File: config.mk
export PLATFORM = sky130hd
export DESIGN_NAME = alu_op_sequencer
export DESIGN_NICKNAME = d
export VERILOG_FILES = /design/src/rtl/alu_op_sequencer_pkg.sv /design/src/rtl/alu_op_sequencer_reg_sel_decoder.sv /design/src/rtl/alu_op_sequencer.sv
export SDC_FILE = /design/constraint.sdc
export NUM_CORES = 1
export LEC_CHECK = 0
export ABC_AREA = 1
export ABC_CLOCK_PERIOD_IN_PS = 1750
export BUFFER_PORTS_ARGS = -buffer_cell sky130_fd_sc_hd__buf_4
export CELL_PAD_IN_SITES_DETAIL_PLACEMENT = 0
export CELL_PAD_IN_SITES_GLOBAL_PLACEMENT = 1
export CORE_ASPECT_RATIO = 1.75
export CORE_UTILIZATION = 25
export CTS_CLUSTER_DIAMETER = 30
export DETAILED_ROUTE_END_ITERATION = 6
export PLACE_DENSITY_LB_ADDON = 0.1
export REMOVE_ABC_BUFFERS = 1
export SETUP_SLACK_MARGIN = 0.1
export SLEW_MARGIN = 20
export SYNTH_ARGS = -nofsm -noshare
export SYNTH_HDL_FRONTEND = slang
export SYNTH_SLANG_ARGS = --single-unit
File: constraint.sdc
create_clock -name clk -period 1.75 [get_ports clk]
set_input_delay 0.2625 -clock clk [delete_from_list [all_inputs] [get_ports clk]]
set_output_delay 0.2625 -clock clk [all_outputs]
set_load 0.005 [all_outputs]
File: src/rtl/alu_op_sequencer_pkg.sv
// Shared definitions for the ALU op sequencer: opcodes, step encoding,
// one-hot ALU function positions, IR field offsets and the output bundle.
package alu_op_sequencer_pkg;

    localparam int IR_W      = 32;
    localparam int NUM_REGS  = 16;
    localparam int REG_SEL_W = 4;
    localparam int OPC_W     = 5;
    localparam int NUM_OPS   = 13;

    // IR field positions: opc=ir[31:27], ra=ir[26:23], rb=ir[22:19], rc=ir[18:15]
    localparam int OPC_LSB = IR_W - OPC_W;
    localparam int RA_LSB  = OPC_LSB - REG_SEL_W;
    localparam int RB_LSB  = RA_LSB - REG_SEL_W;
    localparam int RC_LSB  = RB_LSB - REG_SEL_W;

    // Index of each register field in the per-field decoder array
    localparam int FLD_RA = 0;
    localparam int FLD_RB = 1;
    localparam int FLD_RC = 2;

    localparam logic [OPC_W-1:0] OPC_ADD  = 5'd0;
    localparam logic [OPC_W-1:0] OPC_SUB  = 5'd1;
    localparam logic [OPC_W-1:0] OPC_AND  = 5'd2;
    localparam logic [OPC_W-1:0] OPC_OR   = 5'd3;
    localparam logic [OPC_W-1:0] OPC_ROR  = 5'd4;
    localparam logic [OPC_W-1:0] OPC_ROL  = 5'd5;
    localparam logic [OPC_W-1:0] OPC_SHR  = 5'd6;
    localparam logic [OPC_W-1:0] OPC_SHRA = 5'd7;
    localparam logic [OPC_W-1:0] OPC_SHL  = 5'd8;
    localparam logic [OPC_W-1:0] OPC_MUL  = 5'd16;
    localparam logic [OPC_W-1:0] OPC_DIV  = 5'd17;
    localparam logic [OPC_W-1:0] OPC_NEG  = 5'd18;
    localparam logic [OPC_W-1:0] OPC_NOT  = 5'd19;

    // Bit positions inside the one-hot alu_op vector
    localparam int ALU_ADD  = 0;
    localparam int ALU_SUB  = 1;
    localparam int ALU_AND  = 2;
    localparam int ALU_OR   = 3;
    localparam int ALU_ROR  = 4;
    localparam int ALU_ROL  = 5;
    localparam int ALU_SHR  = 6;
    localparam int ALU_SHRA = 7;
    localparam int ALU_SHL  = 8;
    localparam int ALU_MUL  = 9;
    localparam int ALU_DIV  = 10;
    localparam int ALU_NEG  = 11;
    localparam int ALU_NOT  = 12;

    typedef enum logic [2:0] {
        S_IDLE,
        S_T0,
        S_T1,
        S_T2,
        S_T3,
        S_T4,
        S_T5
    } state_t;

    typedef enum logic [1:0] {
        CLS_BIN,
        CLS_MULDIV,
        CLS_UNARY,
        CLS_BAD
    } op_class_t;

    // Every registered control output except busy, which follows the state
    typedef struct packed {
        logic                done;
        logic                illegal;
        logic [NUM_REGS-1:0] reg_out;
        logic [NUM_REGS-1:0] reg_in;
        logic                pc_out;
        logic                mdr_out;
        logic                zhigh_out;
        logic                zlow_out;
        logic                pc_in;
        logic                ir_in;
        logic                mar_in;
        logic                mdr_in;
        logic                y_in;
        logic                z_in;
        logic                hi_in;
        logic                lo_in;
        logic                read;
        logic                inc_pc;
        logic [NUM_OPS-1:0]  alu_op;
    } ctrl_out_t;

    function automatic op_class_t op_class(input logic [OPC_W-1:0] opc);
        op_class_t cls;
        case (opc)
            OPC_ADD, OPC_SUB, OPC_AND, OPC_OR, OPC_ROR,
            OPC_ROL, OPC_SHR, OPC_SHRA, OPC_SHL: cls = CLS_BIN;
            OPC_MUL, OPC_DIV:                    cls = CLS_MULDIV;
            OPC_NEG, OPC_NOT:                    cls = CLS_UNARY;
            default:                             cls = CLS_BAD;
        endcase
        return cls;
    endfunction

    function automatic logic [NUM_OPS-1:0] alu_onehot(input logic [OPC_W-1:0] opc);
        logic [NUM_OPS-1:0] op;
        op = '0;
        case (opc)
            OPC_ADD:  op[ALU_ADD]  = 1'b1;
            OPC_SUB:  op[ALU_SUB]  = 1'b1;
            OPC_AND:  op[ALU_AND]  = 1'b1;
            OPC_OR:   op[ALU_OR]   = 1'b1;
            OPC_ROR:  op[ALU_ROR]  = 1'b1;
            OPC_ROL:  op[ALU_ROL]  = 1'b1;
            OPC_SHR:  op[ALU_SHR]  = 1'b1;
            OPC_SHRA: op[ALU_SHRA] = 1'b1;
            OPC_SHL:  op[ALU_SHL]  = 1'b1;
            OPC_MUL:  op[ALU_MUL]  = 1'b1;
            OPC_DIV:  op[ALU_DIV]  = 1'b1;
            OPC_NEG:  op[ALU_NEG]  = 1'b1;
            OPC_NOT:  op[ALU_NOT]  = 1'b1;
            default:  op = '0;
        endcase
        return op;
    endfunction

endpackage

File: src/rtl/alu_op_sequencer_reg_sel_decoder.sv
// Register index to one-hot enable decoder with an out-of-range flag for
// index values that name no implemented register.
module reg_sel_decoder #(
    parameter int NUM_REGS = 16,
    parameter int SEL_W    = 4
) (
    input  logic [SEL_W-1:0]    sel,
    output logic [NUM_REGS-1:0] onehot,
    output logic                out_of_range
);

    genvar gi;
    // One comparator per register enable
    for (gi = 0; gi < NUM_REGS; gi++) begin : g_bit
        assign onehot[gi] = (sel == SEL_W'(gi));
    end

    // Flags indices past the last implemented register
    assign out_of_range = (32'(sel) >= NUM_REGS);

endmodule

File: src/rtl/alu_op_sequencer.sv
// Multi-cycle control sequencer: fetch (T0/T1) then per-class execute steps.
// All control outputs are registered and decoded from the next state, so a
// step's enables appear in the same cycle the state register enters it.
// The IR fields are decoded while leaving T1, so ir must already carry the
// fetched instruction at that edge and stay stable until done.
module alu_op_sequencer
    import alu_op_sequencer_pkg::*;
(
    input  logic                clk,
    input  logic                reset,
    input  logic                start,
    input  logic                mem_rdy,
    input  logic [IR_W-1:0]     ir,
    output logic                busy,
    output logic                done,
    output logic                illegal,
    output logic [NUM_REGS-1:0] reg_out,
    output logic [NUM_REGS-1:0] reg_in,
    output logic                pc_out,
    output logic                mdr_out,
    output logic                zhigh_out,
    output logic                zlow_out,
    output logic                pc_in,
    output logic                ir_in,
    output logic                mar_in,
    output logic                mdr_in,
    output logic                y_in,
    output logic                z_in,
    output logic                hi_in,
    output logic                lo_in,
    output logic                read,
    output logic                inc_pc,
    output logic [NUM_OPS-1:0]  alu_op
);

    state_t    state_q, state_d;
    ctrl_out_t ctl_q, ctl_d;
    logic      busy_q, busy_d;

    logic [OPC_W-1:0]     opc;
    logic [REG_SEL_W-1:0] fld_sel [3];
    logic [NUM_REGS-1:0]  fld_oh  [3];
    logic [2:0]           fld_oor;
    op_class_t            cls;
    logic                 bad_instr;
    logic [NUM_OPS-1:0]   alu_sel;
    logic                 unused_ir_bits;

    assign opc              = ir[OPC_LSB +: OPC_W];
    assign fld_sel[FLD_RA]  = ir[RA_LSB +: REG_SEL_W];
    assign fld_sel[FLD_RB]  = ir[RB_LSB +: REG_SEL_W];
    assign fld_sel[FLD_RC]  = ir[RC_LSB +: REG_SEL_W];
    assign unused_ir_bits   = ^ir[RC_LSB-1:0];

    genvar gi;
    // One decoder per register field; the step logic picks which one drives the bus
    for (gi = 0; gi < 3; gi++) begin : g_fld
        reg_sel_decoder #(
            .NUM_REGS (NUM_REGS),
            .SEL_W    (REG_SEL_W)
        ) u_dec (
            .sel          (fld_sel[gi]),
            .onehot       (fld_oh[gi]),
            .out_of_range (fld_oor[gi])
        );
    end

    assign cls     = op_class(opc);
    assign alu_sel = alu_onehot(opc);
    // Unknown opcode, or a field actually used by this op names no register
    assign bad_instr = (cls == CLS_BAD) || fld_oor[FLD_RA] || fld_oor[FLD_RB]
                     || ((cls == CLS_BIN) && fld_oor[FLD_RC]);

    // Next-state and next-output decode; every step starts from all-zero controls
    always_comb begin
        state_d = state_q;
        ctl_d   = '0;
        unique case (state_q)
            S_IDLE: begin
                if (start) begin
                    state_d      = S_T0;
                    ctl_d.pc_out = 1'b1;
                    ctl_d.mar_in = 1'b1;
                    ctl_d.inc_pc = 1'b1;
                    ctl_d.pc_in  = 1'b1;
                    ctl_d.read   = 1'b1;
                    ctl_d.mdr_in = 1'b1;
                end
            end
            S_T0: begin
                if (mem_rdy) begin
                    state_d       = S_T1;
                    ctl_d.mdr_out = 1'b1;
                    ctl_d.ir_in   = 1'b1;
                end else begin
                    // Wait for memory: keep the read and MDR capture, PC already advanced
                    ctl_d.read   = 1'b1;
                    ctl_d.mdr_in = 1'b1;
                end
            end
            S_T1: begin
                state_d = S_T2;
                if (bad_instr) begin
                    ctl_d.illegal = 1'b1;
                end else begin
                    case (cls)
                        CLS_BIN: begin
                            ctl_d.reg_out = fld_oh[FLD_RB];
                            ctl_d.y_in    = 1'b1;
                        end
                        CLS_MULDIV: begin
                            ctl_d.reg_out = fld_oh[FLD_RA];
                            ctl_d.y_in    = 1'b1;
                        end
                        CLS_UNARY: begin
                            ctl_d.reg_out = fld_oh[FLD_RB];
                            ctl_d.alu_op  = alu_sel;
                            ctl_d.z_in    = 1'b1;
                        end
                        default: ;
                    endcase
                end
            end
            S_T2: begin
                if (ctl_q.illegal) begin
                    state_d = S_IDLE;
                end else begin
                    case (cls)
                        CLS_BIN: begin
                            state_d       = S_T3;
                            ctl_d.reg_out = fld_oh[FLD_RC];
                            ctl_d.alu_op  = alu_sel;
                            ctl_d.z_in    = 1'b1;
                        end
                        CLS_MULDIV: begin
                            state_d       = S_T3;
                            ctl_d.reg_out = fld_oh[FLD_RB];
                            ctl_d.alu_op  = alu_sel;
                            ctl_d.z_in    = 1'b1;
                        end
                        CLS_UNARY: begin
                            state_d        = S_T3;
                            ctl_d.zlow_out = 1'b1;
                            ctl_d.reg_in   = fld_oh[FLD_RA];
                            ctl_d.done     = 1'b1;
                        end
                        default: state_d = S_IDLE;
                    endcase
                end
            end
            S_T3: begin
                case (cls)
                    CLS_BIN: begin
                        state_d        = S_T4;
                        ctl_d.zlow_out = 1'b1;
                        ctl_d.reg_in   = fld_oh[FLD_RA];
                        ctl_d.done     = 1'b1;
                    end
                    CLS_MULDIV: begin
                        state_d        = S_T4;
                        ctl_d.zlow_out = 1'b1;
                        ctl_d.lo_in    = 1'b1;
                    end
                    default: state_d = S_IDLE;
                endcase
            end
            S_T4: begin
                if (cls == CLS_MULDIV) begin
                    state_d         = S_T5;
                    ctl_d.zhigh_out = 1'b1;
                    ctl_d.hi_in     = 1'b1;
                    ctl_d.done      = 1'b1;
                end else begin
                    state_d = S_IDLE;
                end
            end
            S_T5: begin
                state_d = S_IDLE;
            end
            default: begin
                state_d = S_IDLE;
            end
        endcase
        busy_d = (state_d != S_IDLE);
    end

    // State and control registers; reset aborts any instruction in flight
    always_ff @(posedge clk or negedge reset) begin
        if (!reset) begin
            state_q <= S_IDLE;
            ctl_q   <= '0;
            busy_q  <= 1'b0;
        end else begin
            state_q <= state_d;
            ctl_q   <= ctl_d;
            busy_q  <= busy_d;
        end
    end

    assign busy      = busy_q;
    assign done      = ctl_q.done;
    assign illegal   = ctl_q.illegal;
    assign reg_out   = ctl_q.reg_out;
    assign reg_in    = ctl_q.reg_in;
    assign pc_out    = ctl_q.pc_out;
    assign mdr_out   = ctl_q.mdr_out;
    assign zhigh_out = ctl_q.zhigh_out;
    assign zlow_out  = ctl_q.zlow_out;
    assign pc_in     = ctl_q.pc_in;
    assign ir_in     = ctl_q.ir_in;
    assign mar_in    = ctl_q.mar_in;
    assign mdr_in    = ctl_q.mdr_in;
    assign y_in      = ctl_q.y_in;
    assign z_in      = ctl_q.z_in;
    assign hi_in     = ctl_q.hi_in;
    assign lo_in     = ctl_q.lo_in;
    assign read      = ctl_q.read;
    assign inc_pc    = ctl_q.inc_pc;
    assign alu_op    = ctl_q.alu_op;

endmodule

==> results_dict.tcl <==
set metrics [dict create \
    portBuffers 82 \
    slew_headroom_pct 67.2 \
    synth_cells 420 \
    crit_path_max_incr_delay_ns 0.43 \
    die_w_um 86.8 \
    path_max_fanout 5 \
    multi_input_area_um2 1340 \
    leakagePower_uw 0.00231 \
    insertion_delay_ns 0.33 \
    start_kind "flip-flop" \
    yosys_register_bits 59 \
    slowest_stage "dfrtp_1" \
    min_path_cells 2 \
    avgViaCountPerCell 4.23 \
    synth_area_leaders "dfrtp_1 47%, nand2_1 17%, nor2_1 7.5%" \
    power.total_uw 4290 \
    clock-sinks 59 \
    pre_cts_slack_ns 0.0829 \
    cts_tree "built" \
    cp-end-kind "flip-flop" \
    place_congestion 0.796 \
    tightest_slew_ns 0.491 \
    synth_cell_type_count 26 \
    die-height_um 150 \
    hold_viol 0 \
    dr.pass1.iters 4 \
    vias 2885 \
    clock_skew_ns 0.0100 \
    numCtsBuffers 9 \
    worstPathCellList "nor2_4 -> nand2_4 -> nor2_8 -> nand3_4 -> inv_2 -> nand3_2 -> nor2_1" \
    achievable-frequency_mhz 718 \
    start_util_pct 25.9 \
    syn_to_final_growth_pct 37.2 \
    grt.total_usage_pct 15.4 \
    design.core.area_um2 12100 \
    diodes 0 \
    placement.cell_area_um2 3970 \
    ant_nets 0 \
    fin_crit_ns 1.39 \
    clock_path_buffers 2 \
    rr_worst_depth 7 \
    final_common_cell "nand2_1" \
    yosys_warnings 0 \
    synth_top_area_cell "dfrtp_1" \
    finalCritPeriodShare_pct 79.6 \
    place_hpwl_um 7380 \
    cts-root-buf "clkbuf_16" \
    die_area_um2 13000 \
    clkSlewWorstSetupHoldPaths_ns 0.05 \
    drt-initial-drc-count 94 \
    grt_pass1_wl_um 14400 \
    worst-endpoint-required_ns 2.00 \
    setup_viol 0 \
    grt.overflow.total 0 \
    final_cell_mix "144 x nand2_1, 96 x buf_4, 63 x nor2_1" \
    netlist_area_um2 3140 \
    regArea_um2 1480 \
    grt_setup_unrepaired "no" \
    grt_pass1_vias 2688 \
    r2r_start "state_q[2]" \
    post-route-drc-count 0 \
    nNetsFinal 548 \
    hold_class "input pin to flip-flop" \
    row_count 53 \
    grt_max_degree 37 \
    nFillCells 1328 \
    crit_type "flip-flop to flip-flop" \
    antenna_found_initial 0 \
    fin_setup_tns_ns 0 \
    power.density_nw_per_um2 996 \
    netlist.area_leader.share_pct 47.0 \
    peakVddDrop_uv 552 \
    drv_cap 0 \
    post_drt_wl_per_cell_um 14.0 \
    syn_area_per_cell_um2 7.49 \
    worst_slack_ns 0.357 \
    io_pins 98 \
    drive_gt1_share_pct 27.7 \
    routed_wl_um 9530 \
    rrSetupSlack_ns 0.36 \
    stdcell_area_um2 4310 \
    status "completed" \
    drv_slew 0 \
    ys_seq_area_share_pct 47.0 \
    whs_ns 0.143 \
    cts_max_level 3 \
    min_from "ir[30]" \
    crit_start "state_q[2]" \
    crit_arrival_ns 1.65 \
]
## sequential cells by signal, summed over array words and instances, names as in the netlist
name / flops
z_in: 1
done: 1
zlow_out: 1
ir_in: 1
hi_in: 1
reg_in: 16
y_in: 1
mdr_in: 1
inc_pc: 1
illegal: 1
busy: 1
reg_out: 16
lo_in: 1
alu_op: 13
state_q: 3
## per-layer routing
metal	vias to the layer above	share of wire (%)	track usage [%]
li1	1471	-	-
met2	81	56	29.5
met1	1327	39	16.0
met3	6	3.7	3.18
met5	-	0	0
met4	0	1.4	5.75
## what timing repair did
action,in CTS,in global routing
buffers inserted,0,1
gates resized for setup,0,0
endpoints found under the hold margin,23,0
setup endpoints to repair,0,5
hold buffers,1,0
## path summary, 6_finish.rpt
check | endpoint
max | alu_op[4]
min | alu_op[9]
max reg2reg | alu_op[4]
min reg2reg | ir_in
max in group asynchronous | y_in
min in group asynchronous | alu_op[1]
## worst max-delay path, delay by kind of cell, from the launching register on
kind | cells | cell delay [ns]
buffers and inverters | 1 | 0.12
flip-flops | 1 | 0.43
AND/OR/NAND/NOR | 6 | 0.75
## logic make-up (layout without fill, tap and decap cells)
kind of cell / after synthesis / count (layout) / synth area share, %
buffers and inverters: 70 / 167 / 10.5
and+or+nand+nor: 279 / 279 / 40.6
DFF: 59 / 59 / 47.0
AOI/OAI and AO/OA: 12 / 12 / 1.91
## synth_stat cells (all sizes together)
master / instances
nor2: 79
nand2: 147
inv: 50
dfrtp: 59
nor4: 1
o21ai: 12
or2: 1
nand3: 26
nor3b: 1
nor3: 5
clkinv: 1
nand4: 18
and3: 1
buf: 19
## metrics by stage
step	std cells	util, %
global placement	664	32.7
floorplan	401	-
global route	682	35.5
detailed placement	664	32.7
finish	682	35.5
CTS	681	35.4
## cell type report
cell class	count	share of cell area, %
Timing Repair Buffer	100	18.3
Inverter	51	4.50
Multi-Input combinational cell	291	31.0
Sequential cell	59	34.2
Tap cell	165	4.79
Clock buffer	10	5.31
Clock inverter	6	1.86
## power by group
part           leakage (µW)  internal [µW]  switching, µW  total [µW]
clock              0.000156           1240            626        1860
combinational       0.00134            347            546         892
sequential         0.000814           1460           77.0        1540
total               0.00231           3040           1250        4290
Power figures use the tool's default switching activity.
